### config.mk
export PLATFORM = sky130hd
export DESIGN_NAME = fifo_rd_stream
export DESIGN_NICKNAME = d
export VERILOG_FILES = /design/src/rtl/fifo_rd_stream_pkg.sv /design/src/rtl/stream_skid_buf.sv /design/src/rtl/fifo_rd_stream.sv
export SDC_FILE = /design/constraint.sdc
export NUM_CORES = 1
export LEC_CHECK = 0
export ABC_AREA = 1
export BUFFER_PORTS_ARGS = -buffer_cell sky130_fd_sc_hd__clkbuf_2
export CAP_MARGIN = 15
export CORE_MARGIN = 2
export CORE_UTILIZATION = 57
export DETAILED_ROUTE_END_ITERATION = 10
export PLACE_DENSITY_LB_ADDON = 0.1
export SLEW_MARGIN = 20
export SYNTH_ARGS = -nofsm -noshare
export SYNTH_HDL_FRONTEND = slang
export SYNTH_SLANG_ARGS = --single-unit
### constraint.sdc
create_clock -name r_clk -period 4.5 [get_ports r_clk]
set_input_delay 0.225 -clock r_clk [delete_from_list [all_inputs] [get_ports r_clk]]
set_output_delay 0.225 -clock r_clk [all_outputs]
set_load 0.01 [all_outputs]
### src/rtl/fifo_rd_stream_pkg.sv
// Shared constants for the FIFO read-side drain stage: default word width and
// skid-buffer geometry.
package fifo_rd_stream_pkg;
  localparam int DATA_W_DEF = 16;
  localparam int BUF_DEPTH  = 2;
  localparam int OCC_W      = 2;

  typedef logic [OCC_W-1:0] occ_t;
endpackage

### src/rtl/stream_skid_buf.sv
// Two-entry register FIFO holding words already popped from the async FIFO.
// Head is presented directly; a simultaneous write and read keeps occupancy.
module stream_skid_buf
  import fifo_rd_stream_pkg::*;
#(
  parameter int DATA_W = DATA_W_DEF
) (
  input  logic              clk,
  input  logic              rst,
  input  logic              wr_i,
  input  logic [DATA_W-1:0] wdata_i,
  input  logic              rd_i,
  output occ_t              occ_o,
  output logic [DATA_W-1:0] head_o
);

  occ_t              occ_q, occ_d;
  logic [DATA_W-1:0] head_q, head_d;
  logic [DATA_W-1:0] tail_q, tail_d;

  always_comb begin
    occ_d  = occ_q;
    head_d = head_q;
    tail_d = tail_q;
    unique case ({wr_i, rd_i})
      2'b10: begin
        occ_d = occ_q + 2'd1;
        if (occ_q == 2'd0) head_d = wdata_i;
        else               tail_d = wdata_i;
      end
      2'b01: begin
        occ_d  = occ_q - 2'd1;
        head_d = tail_q;
      end
      2'b11: begin
        // Read and write together: the new word lands behind whatever remains.
        if (occ_q == OCC_W'(BUF_DEPTH)) begin
          head_d = tail_q;
          tail_d = wdata_i;
        end else begin
          head_d = wdata_i;
        end
      end
      default: ;
    endcase
  end

  always_ff @(posedge clk) begin
    if (rst) begin
      occ_q  <= '0;
      head_q <= '0;
    end else begin
      occ_q  <= occ_d;
      head_q <= head_d;
    end
  end

  always_ff @(posedge clk) begin
    tail_q <= tail_d;
  end

  assign occ_o  = occ_q;
  assign head_o = head_q;

  ovf_chk: assert property (@(posedge clk) disable iff (rst)
    !(wr_i && !rd_i && occ_q == OCC_W'(BUF_DEPTH)));

endmodule

### src/rtl/fifo_rd_stream.sv
// Drains the async FIFO read port into a valid/ready stream with fixed-length
// packet framing and a wrapping completed-packet counter.
module fifo_rd_stream
  import fifo_rd_stream_pkg::*;
#(
  parameter int DATA_W  = DATA_W_DEF,
  parameter int PKT_LEN = 8,
  parameter int CNT_W   = 8
) (
  input  logic              r_clk,
  input  logic              rrst,
  input  logic              fifo_empty,
  input  logic [DATA_W-1:0] fifo_dout,
  output logic              fifo_r_en,
  output logic              m_valid,
  input  logic              m_ready,
  output logic [DATA_W-1:0] m_data,
  output logic              m_last,
  output logic [CNT_W-1:0]  pkt_cnt
);

  localparam int                BEAT_W    = (PKT_LEN > 1) ? $clog2(PKT_LEN) : 1;
  localparam logic [BEAT_W-1:0] LAST_BEAT = BEAT_W'(PKT_LEN - 1);

  occ_t              occ;
  logic              pop;
  logic              rd_pend_q, rd_pend_d;
  logic [OCC_W:0]    inflight;
  logic [BEAT_W-1:0] beat_q, beat_d;
  logic [CNT_W-1:0]  pkt_q, pkt_d;

  assign pop = m_valid & m_ready;

  // Words buffered plus the one in flight, after this cycle's handshake: a pop
  // is only issued when that leaves a free slot for the returning word.
  assign inflight  = {1'b0, occ} + {{OCC_W{1'b0}}, rd_pend_q} - {{OCC_W{1'b0}}, pop};
  assign fifo_r_en = !rrst && !fifo_empty && (inflight < (OCC_W+1)'(BUF_DEPTH));
  assign rd_pend_d = fifo_r_en;

  stream_skid_buf #(
    .DATA_W (DATA_W)
  ) u_skid (
    .clk     (r_clk),
    .rst     (rrst),
    .wr_i    (rd_pend_q),
    .wdata_i (fifo_dout),
    .rd_i    (pop),
    .occ_o   (occ),
    .head_o  (m_data)
  );

  assign m_valid = (occ != '0);
  assign m_last  = m_valid && (beat_q == LAST_BEAT);

  always_comb begin
    beat_d = beat_q;
    pkt_d  = pkt_q;
    if (pop) begin
      if (beat_q == LAST_BEAT) begin
        beat_d = '0;
        pkt_d  = pkt_q + 1'b1;
      end else begin
        beat_d = beat_q + 1'b1;
      end
    end
  end

  always_ff @(posedge r_clk) begin
    if (rrst) begin
      rd_pend_q <= 1'b0;
      beat_q    <= '0;
      pkt_q     <= '0;
    end else begin
      rd_pend_q <= rd_pend_d;
      beat_q    <= beat_d;
      pkt_q     <= pkt_d;
    end
  end

  assign pkt_cnt = pkt_q;

endmodule
* After elaboration in Yosys (flattened, before gate mapping)
Cells that the tools add are included.
** Operators by class
- Add/subtract/negate cells :: 6
- $lt $le $gt $ge :: 1
- Eq/ne operators :: 8
- Mux-type cells :: 8
- Bitwise gates (word level) :: 1
- Reductions and logical operators :: 13
** Operator list (number)
- $mux 16 :: 4
- $pmux 16 s3 :: 1
- $pmux 16 s2 :: 1
- $add 8x1->8 const B :: 1
- $eq 2x2->1 const B :: 3
- $reduce_bool 2->1 :: 3
- $ne 2x1->1 const B :: 2
- $pmux 2 s2 :: 1
- $reduce_and 2->1 :: 2
- $add 2x1->3 :: 1
- $add 3x1->3 const B :: 1
- $eq 3x3->1 const B :: 1
- $logic_and 1x1->1 :: 3
- $lt 3x2->1 const B :: 1
- $mux 3 :: 1
- $reduce_and 3->1 :: 1
- $reduce_bool 3->1 :: 1
- $sub 3x1->3 :: 1
- $add 2x1->2 const B :: 1
- $eq 2x1->1 const B :: 1
- $logic_not 1->1 :: 2
- $logic_not 2->1 :: 1
- $ne 2x2->1 const B :: 1
- $sub 2x1->2 const B :: 1
- $and 1x1->1 :: 1
** Word-level totals
- Flip-flop bits (word level) :: 46
- Input port bits :: 20
- Output and inout port bits :: 27
- Word-level logic and storage cells :: 43

* Depth between registers and ports, before layout
Gate-level depths: netlist of run 1.
- Depth after elaboration :: 5
- Gate-level depth with buffers :: 9

* Hierarchy
Synthesis of run 1 repeated with hierarchy kept, for this count alone.
** Unflattened totals
- Cell total of the unflattened synthesis :: 268
- Area total of the unflattened synthesis :: 2283.4 um^2
** Modules (own cells, without submodules)
- stream_skid_buf :: times used 1, cells each 183, area each 1649.1 um^2, sequential area each 840.8 um^2
- fifo_rd_stream :: times used 1, cells each 85, area each 634.4 um^2, sequential area each 240.2 um^2

* Worst setup path before layout of run 1
OpenSTA, ideal clock, no wires.
- Kind :: flip-flop to flip-flop
- From :: register u_skid.occ_q[1] (netlist: u_skid.occ_o[1])
- To :: register u_skid.tail_q[0], enable pin
- Setup time :: 0.411 ns
- Data arrival time :: 1.845 ns
- Required time :: 4.089 ns
- Path slack :: 2.244 ns
- Stages on the path, launching flop included :: 5
- Clock period less this slack :: 2.256 ns
- Cell sequence :: dfxtp_1 > inv_2 > nor2_1 > inv_1 > o21ai_0
** Between the ends
- Word-level cells in the longest chain between the ends :: 5
- Elaborated cells between the ends (all ways) :: 10
- Those cells by class :: eq/ne: 5; bitwise: 1; reduce/logical: 4
** RTL lines
- start, declared :: line stream_skid_buf.sv:17 : occ_t occ_q, occ_d;
- start signal, assigned :: line stream_skid_buf.sv:50 : occ_q <= '0;
- start signal, assigned :: line stream_skid_buf.sv:53 : occ_q <= occ_d;
- $reduce_bool 2->1 :: line fifo_rd_stream.sv:52 : assign m_valid = (occ != '0);
- $and 1x1->1 :: line fifo_rd_stream.sv:32 : assign pop = m_valid & m_ready;
- $eq 2x2->1 :: line stream_skid_buf.sv:25 : unique case ({wr_i, rd_i})
- $ne 2x1->1 (no source line) (tied with other cells)
- $reduce_and 3->1 (no source line) (*)
- end signal, assigned :: line stream_skid_buf.sv:59 : tail_q <= tail_d;
- end, declared :: line stream_skid_buf.sv:19 : logic [DATA_W-1:0] tail_q, tail_d;
Every way passes the cells marked *; elsewhere a longest branch is shown, timed or not.
A chain may end at the register's enable or synchronous reset.

* Final worst setup path of run 1
- From :: register u_skid.occ_q[0] (netlist: u_skid.occ_o[0])
- To :: output port fifo_r_en
** Between the ends
- Word-level cells in the longest chain between the ends :: 5
- Elaborated cells between the ends (all ways) :: 6
- Those cells by class :: add/sub: 2; order compare: 1; bitwise: 1; reduce/logical: 2
** RTL lines
- parallel branches: the longest is 2 deep, another holds $add 2x1->3
- $sub 3x1->3 (*) :: line fifo_rd_stream.sv:36 : assign inflight = {1'b0, occ} + {{OCC_W{1'b0}}, rd_pend_q} - {{OCC_W{1'b0}}, pop};
- $lt 3x2->1 (*) :: line fifo_rd_stream.sv:37 : assign fifo_r_en = !rrst && !fifo_empty && (inflight < (OCC_W+1)'(BUF_DEPTH));
- $logic_and 1x1->1 (*) :: line fifo_rd_stream.sv:37
- end, declared :: line fifo_rd_stream.sv:14 : output logic fifo_r_en,
Mark *: on every way between the ends.

==> results of run 1 <==
[kinds of logic after synthesis]
family                   count (synthesis)  synth area share
AND/OR/NAND/NOR                        116             0.235
buffers and inverters                   51             0.106
flip-flops                              46             0.514
AO/OA/AOI/OAI                           40             0.109
adder cells (fa/ha/maj)                  4            0.0274
XOR/XNOR                                 2           0.00832
[critical path: cells and delay by family (launching register included)]
kind,cells,cell delay (ns)
adder cells (fa/ha/maj),1,0.49
AND/OR/NAND/NOR,4,0.51
AO/OA/AOI/OAI,1,0.05
flip-flops,1,0.42
buffers and inverters,3,0.34
[through the flow]
step,setup slack (ns),total power (uW),cell area (um2),utilization,std cells
after floorplan,2.24,583,2100,-,259
after global placement,2.54,624,2350,0.653,348
after detailed placement,2.50,627,2350,0.653,348
after CTS,2.16,931,2470,0.684,356
after global routing,2.00,976,2470,0.684,356
final,2.17,919,2470,0.684,356
[worst max-delay path by stage]
| stage | start | endpoint | slack, ns | depth (start not counted) |
|---|---|---|---|---|
| 6_report | u_skid.occ_o[0]$_SDFFE_PP0P_ | fifo_r_en | 2.17 | 9 |
| 5_1_grt | u_skid.occ_o[0]$_SDFFE_PP0P_ | fifo_r_en | 2.00 | 9 |
| 4_1_cts | u_skid.occ_o[0]$_SDFFE_PP0P_ | fifo_r_en | 2.16 | 9 |
| 3_5_place_dp | u_skid.occ_o[0]$_SDFFE_PP0P_ | fifo_r_en | 2.50 | 9 |
| 3_3_place_gp | u_skid.occ_o[0]$_SDFFE_PP0P_ | fifo_r_en | 2.54 | 9 |
| 2_1_floorplan | u_skid.occ_o[1]$_SDFFE_PP0P_ | u_skid.tail_q[0]$_DFFE_PP_ | 2.24 | 4 |
[routing by layer]
| layer | share of wire | track usage | vias up |
|---|---|---|---|
| li1 | - | - | 907 |
| met3 | 0.058 | 0.0590 | 4 |
| met1 | 0.44 | 0.246 | 799 |
| met2 | 0.49 | 0.383 | 42 |
| met5 | 0 | 0 | - |
| met4 | 0.0099 | 0.0718 | 0 |
[sequential cells by signal (all words and copies together) (netlist names)]
name	cells
beat_q	3
pkt_cnt	8
rd_pend_q	1
u_skid.head_o	16
u_skid.occ_o	2
u_skid.tail_q	16
[cell usage after synthesis, drive strengths merged]
cell	n
nand2	78
inv	40
dfxtp	30
o21ai	25
nor2	20
edfxtp	16
nand3	15
a21oi	13
buf	6
clkinv	4
ha	3
nor3	2
a31oi	1
clkbuf	1
fa	1
nand4	1
o211a	1
xnor2	1
xor2	1
[power groups by stage]
stage / Sequential [uW] / Combinational, uW / Clock, uW
after detailed placement: 481 / 145 / 0
final: 471 / 144 / 305
after global routing: 475 / 165 / 336
after global placement: 480 / 143 / 0
after floorplan: 489 / 93.7 / 0
after CTS: 472 / 146 / 314
[area by class of cell]
cell class              instances  area [um2]  share of cell area
flip-flops and latches         46        1080               0.438
repair buffers                 48         245              0.0994
inverters                      44         168              0.0680
multi-input cells             162         800               0.324
clock inverters                 3        43.8              0.0178
clock buffers                   5        68.8              0.0279
well taps                      48        60.1              0.0244
==> impl_summary.md, run 1 <==
Run status
The flow ran to the end, and the final reports show no timing, DRC or antenna violations.

Final layout
The number of fill cells in the layout is 297. The net count of the finished layout is 331. The antenna cell count is 0. In the layout the commonest cells are 74 x sky130_fd_sc_hd__nand2_1, 46 x sky130_fd_sc_hd__clkbuf_2, 36 x sky130_fd_sc_hd__inv_1. Compared with the post-synthesis result, the final layout area differs by 17.2%. Leaving out fill and tap cells, the most frequent cell in the layout is sky130_fd_sc_hd__nand2_1. The share of layout cells above drive strength 1 is 0.237.

Hold path
The worst hold path belongs to the class in2reg. The startpoint of the worst hold path is fifo_empty. The worst hold path depth is 2. The end point of the worst hold path is rd_pend_q$_SDFF_PP0_.

Timing
The worst slew margin relative to its limit is 0.544. The number of pins exceeding their max-slew limit in the final report is 0. For the final routed database, the setup TNS stands at 0 ns. The worst hold slack after final layout is 0.104 ns.

The part of the cycle the worst path needs is 0.517. The final clock skew is 0.00665 ns. The number of endpoints with negative hold slack in the final report came to 0. Setup repair after global routing left no endpoint under its margin. The total of endpoints with negative setup slack in the final report is 0. The transition time of the tightest slew-check pin is 0.684 ns. The worst path in the final design needs a cycle of 2.33 ns, including I/O delays and setup. For this run, the top clock speed supported by timing is 0.430 GHz.

Logic synthesis
The synthesis warning total is 0. Of the post-synthesis cell area, the dominant cell type holds 0.285. The synthesized instance count is 259. The post-synthesis net count is 283.

The count of state elements after synthesis is 46. Yosys attributes the largest share of cell area to sky130_fd_sc_hd__dfxtp_1 29%, sky130_fd_sc_hd__edfxtp_1 23%, sky130_fd_sc_hd__nand2_1 13%. The cell area after synthesis is 2100 um2.

The number of unique standard cell types used by synthesis is 31. The most area-hungry cell type in the Yosys netlist is sky130_fd_sc_hd__dfxtp_1. Averaged over all synthesized cells, the footprint is 8.13 um2.

Of the synthesized area, sequential elements account for 0.514.

Power and ir drop
The power per cell area is 373 nW/um2. The worst supply voltage drop on vdd is 0.233 mV. The sequential power share is 0.513. Of the total power, combinational logic draws 0.156. The internal power summed over all cells is 677 uW. The analysis attributes to net switching a power of 242 uW. The analysis attributes to cell leakage a power of 0.00121 uW. Of the total power, the clock network draws 0.331.

The switching share of power is 0.264.

Worst setup path
The arrival time at the worst endpoint is 2.10 ns. In this run the critical register-to-register path is launched from u_skid.occ_o[0]$_SDFFE_PP0P_. The critical-path maximum fanout is 5. The most numerous cell type found on the critical path is sky130_fd_sc_hd__nand2_1. The signal on the critical path passes through nand2_1 > inv_1 > nand2_1 > inv_1 > a31oi_1 > fa_1 > nand2_1 > nor3_1 > clkbuf_2. The setup slack on the worst flop-to-flop path is 2.79 ns.

The worst setup path is of the reg2out kind. STA classifies the critical path startpoint as a flop. The sort of element at the end of the critical path is an output pin. The depth of the most critical reg-to-reg path is 8.

The terminus of the critical flop-to-flop path is rd_pend_q$_SDFF_PP0_. In this design, the stage delay of the slowest critical-path cell is 0.49 ns. The cell with the largest stage delay on the worst path is sky130_fd_sc_hd__fa_1. The data required time at the worst endpoint is 4.28 ns.

Clock tree
CTS built an H-tree with a depth of 2. Clock tree synthesis inserted a total of 5 buffers. CTS placed an instance of sky130_fd_sc_hd__clkbuf_8 at the clock tree root.

The clock latency on the worst-skew pair is 0.30 ns. The number of post-CTS setup repair buffers is 0. TritonCTS built the clock tree. The total of hold buffers inserted after clock tree synthesis is 0. The CTS clock-pin slew for the worst setup and hold paths is 0.08 ns.

The deepest clock path buffer count is 2. Clock tree synthesis found a total of 46 sinks. The number of cells upsized or downsized after cts is 0.

Global route
The initial antenna violation count came to 0. The first global-routing pass estimated 6.93 mm of wire. The pin count of the biggest net entering global routing is 33. Summed over all layers, the global routing overflow is 0.

In the global route stage, overall resource usage came out at 0.214. The number of global-route vias before repair is 1625.

Route
The average routed wire per standard cell is 11.1 um. The wire length reported by the detailed router is 3.95 mm. The via count is 1752.

Using the TritonRoute via totals, the vias-per-cell ratio works out to 4.92. The number of design rule violations left after detail routing is 0. The count of nets left with antenna violations after detail routing is 0. The first detailed-routing pass took 4 iterations.

The first routing iteration left 80 violations.

Place
After legalization and detailed placement, the total HPWL measured 2.83 mm. The placer's final routability congestion estimate is 0.861. The number of input and output port buffers inserted is 46.

Flow run
The total of max-cap violations is 0.

Die
In this run the core area contains 22 standard-cell rows. The die area is 4190 um2. The die is 64.8 um tall. The placeable core area is 3610 um2. The number of primary I/O pins is 47.

The floorplan die width is 64.8 um. The starting density of the core is 0.584.
Note: power is estimated with default switching activity, not from simulation.
==> run 2, diff against run 1 <==
CORE_UTILIZATION = 48   (was 57)
clock period = 2.1 ns   (was 4.5 ns; I/O delays follow)
==> run 2 against run 1 <==
Against the previous run:
- flip-flop and latch count did not move
- routed wire length rose by 8.2%
- combinational power rose by 150%
- via count rose by 1.5%
==> impl_summary.md, run 2 (synthesis gave the netlist of run 1 again) <==
Clock tree
The deepest clock path buffer count came to 2 (unchanged). The CTS clock-pin slew for the worst setup and hold paths is 0.08 ns (about the same). TritonCTS built the clock tree. In this run the clock root is driven by a sky130_fd_sc_hd__clkbuf_8.

The H-tree depth reported by CTS is 2 (unchanged). The TritonCTS buffer count is 5 (unchanged). The clock latency on the worst-skew pair came to 0.29 ns (about the same).

The number of sinks driven by the clock tree is 46 (unchanged).

Final layout
The library cell used most frequently in the layout, excluding fill and tap cells, is sky130_fd_sc_hd__nand2_1. Relative to the synthesized area, the layout overhead comes to 29.4%. Leaving out fill and tap cells, the most frequent cells in the layout are 71 x sky130_fd_sc_hd__nand2_1, 45 x sky130_fd_sc_hd__clkbuf_2, 34 x sky130_fd_sc_hd__inv_1. The antenna cell count is 0 (unchanged). The layout net count was 354 (+6.9%). The share of layout cells above drive strength 1 is 0.278 (+0.0409). The utilization of the core after routing is 0.634 (-0.0496).

Worst setup path
The data required time at the worst endpoint is 2.00 ns (-2.28 ns). The arrival time at the worst endpoint is 1.93 ns (-0.17 ns). The sort of element at the end of the critical path is an output pin. The worst setup path is launched from a flop. The critical-path maximum fanout was 4 (-1). The most critical setup path has its startpoint at u_skid.occ_o[0]$_SDFFE_PP0P_.

The startpoint identified for the worst register-to-register timing path is u_skid.occ_o[0]$_SDFFE_PP0P_. The critical path is of the reg2out type.

Hold path
The worst hold path belongs to the class in2reg. The startpoint of the worst hold path is fifo_dout[15].

Power and ir drop
The leakage dissipation is 0.00132 uW (+8.8%). The final total power is 1890 uW (+110%). The power per cell area is 693 nW/um2 (+86%).

The clock network fraction of design power is 0.275 (-0.056). The net switching power figure is 534 uW (+120%). The internal power summed over all cells is 1350 uW (+100%). The combinational cell fraction of total power was 0.189 (+0.033). The sequential power share came to 0.536 (+0.023). The worst supply voltage drop on vdd was 0.490 mV (+110%). The switching share of power came to 0.283 (+0.0190).

Global route
The number of global-route vias before repair came to 1645 (+1.2%). The pin count of the biggest net entering global routing was 33 (unchanged). The wire length of the first global-routing pass is 7.25 mm (+4.5%). The sum of overflow across all layers after global routing is 0 (unchanged). The initial antenna violation count is 0 (unchanged). The total routing usage reported by global routing is 0.186 (-0.0285).

Route
The count of TritonRoute iterations in the first routing pass is 4 (unchanged). The count of nets left with antenna violations after detail routing came to 0 (unchanged). The violation count after the first detailed-route iteration is 55 (-31%). The average routed wire per standard cell is 11.2 um (+0.62%). The average via count per standard cell is 4.64 (-5.7%). The wire length reported by the detailed router is 4.28 mm (+8.2%). The number of design rule violations left after detail routing is 0 (unchanged). The via count is 1778 (+1.5%).

Timing
The part of the cycle the worst path needs is 0.971. The post-route minimum period is 2.04 ns. The transition time of the tightest slew-check pin is 0.303 ns (-0.380 ns). The number of pins exceeding their max-slew limit in the final report was 0 (unchanged). The final clock skew is 0.00295 ns (-0.00370 ns). The post-route worst setup slack is 0.0611 ns (-2.11 ns). The total of endpoints with negative setup slack in the final report is 0 (unchanged).

The worst hold slack after final layout is 0.0186 ns (-0.0857 ns). The worst slew margin relative to its limit came to 0.798 (+0.254). The number of endpoints with negative hold slack in the final report came to 0 (unchanged). Based on the critical path, the design can be clocked at up to 0.490 GHz. The sum of negative setup slack came to 0 ns (unchanged). Setup repair after global routing could not meet its margin everywhere.

Die
The site row count is 24 (+9.1%). The die area was 4930 um2 (+18%). The height of the die is 70.2 um (+8.4%). The placeable core area came to 4290 um2 (+19%). The starting density of the core came to 0.490 (-0.0935). The floorplan die width was 70.2 um (+8.4%). The number of primary I/O pins is 47 (unchanged).

Run status
The flow ran to the end, and the final reports show no timing, DRC or antenna violations.

Flow run
The total of max-cap violations is 0 (unchanged).

Place
The detailed-placement wirelength estimate was 2.78 mm (-1.6%). The worst slack at placement is 0.220 ns (-2.28 ns). The placer's final routability congestion estimate is 0.805 (-6.5%). The number of input and output port buffers inserted is 46 (unchanged).
==> run 2: cell type report <==
| class | instances | area (um2) |
|---|---|---|
| Fill cell | 379 | 1570 |
| Inverter | 44 | 173 |
| Clock buffer | 5 | 68.8 |
| Multi-Input combinational cell | 162 | 851 |
| Sequential cell | 46 | 1090 |
| Tap cell | 52 | 65.1 |
| Clock inverter | 3 | 16.3 |
| Timing Repair Buffer | 71 | 458 |
==> run 2: timing repair <==
| item | 4_1_cts | 5_1_grt |
|---|---|---|
| gates resized for setup | 5 | 17 |
| gates cloned | 0 | 0 |
| buffers inserted | 0 | 6 |
| endpoints found under the setup margin | 1 | 1 |
| hold buffers | 15 | 1 |
| pin swaps | 0 | 3 |
| hold endpoints to repair | 15 | 1 |
==> run 2: routing by layer <==
layer / wire length [um] / GRT usage
met3: 203 / 0.0519
met1: 1970 / 0.230
met4: 29 / 0.0684
met5: 0 / 0
met2: 2080 / 0.310
==> run 2: worst paths after layout <==
kind	endpoint	slack, ns	cells after the start
worst max register to register	rd_pend_q$_SDFF_PP0_	0.54	8
worst min register to register	beat_q[1]$_SDFFE_PP0P_	0.50	2
worst max-delay path	fifo_r_en	0.06	9
worst min-delay path	u_skid.tail_q[15]$_DFFE_PP_	0.02	1
==> run 2: power groups by stage <==
| stage | registers (uW) | logic (uW) | clock network, uW |
|---|---|---|---|
| after floorplan | 1050 | 201 | 0 |
| after global placement | 1030 | 312 | 0 |
| after detailed placement | 1030 | 315 | 0 |
| after CTS | 1010 | 339 | 545 |
| after global routing | 1020 | 403 | 577 |
| final | 1010 | 356 | 519 |
==> run 2: per-stage QoR <==
stage,area (um2),cells
6_report,2720,383
3_5_place_dp,2370,353
4_1_cts,2610,376
3_3_place_gp,2370,353
5_1_grt,2720,383
2_1_floorplan,2100,259
==> run 2: critical path: stages (launching register included) <==
cell and delay (ns):
sky130_fd_sc_hd__dfxtp_4 0.39, sky130_fd_sc_hd__nand2_4 0.07, sky130_fd_sc_hd__inv_4 0.06, sky130_fd_sc_hd__nand2_4 0.06
sky130_fd_sc_hd__inv_4 0.07, sky130_fd_sc_hd__a31oi_4 0.03, sky130_fd_sc_hd__fa_1 0.57, sky130_fd_sc_hd__nand2_2 0.07
sky130_fd_sc_hd__nor3_2 0.17, sky130_fd_sc_hd__buf_2 0.15
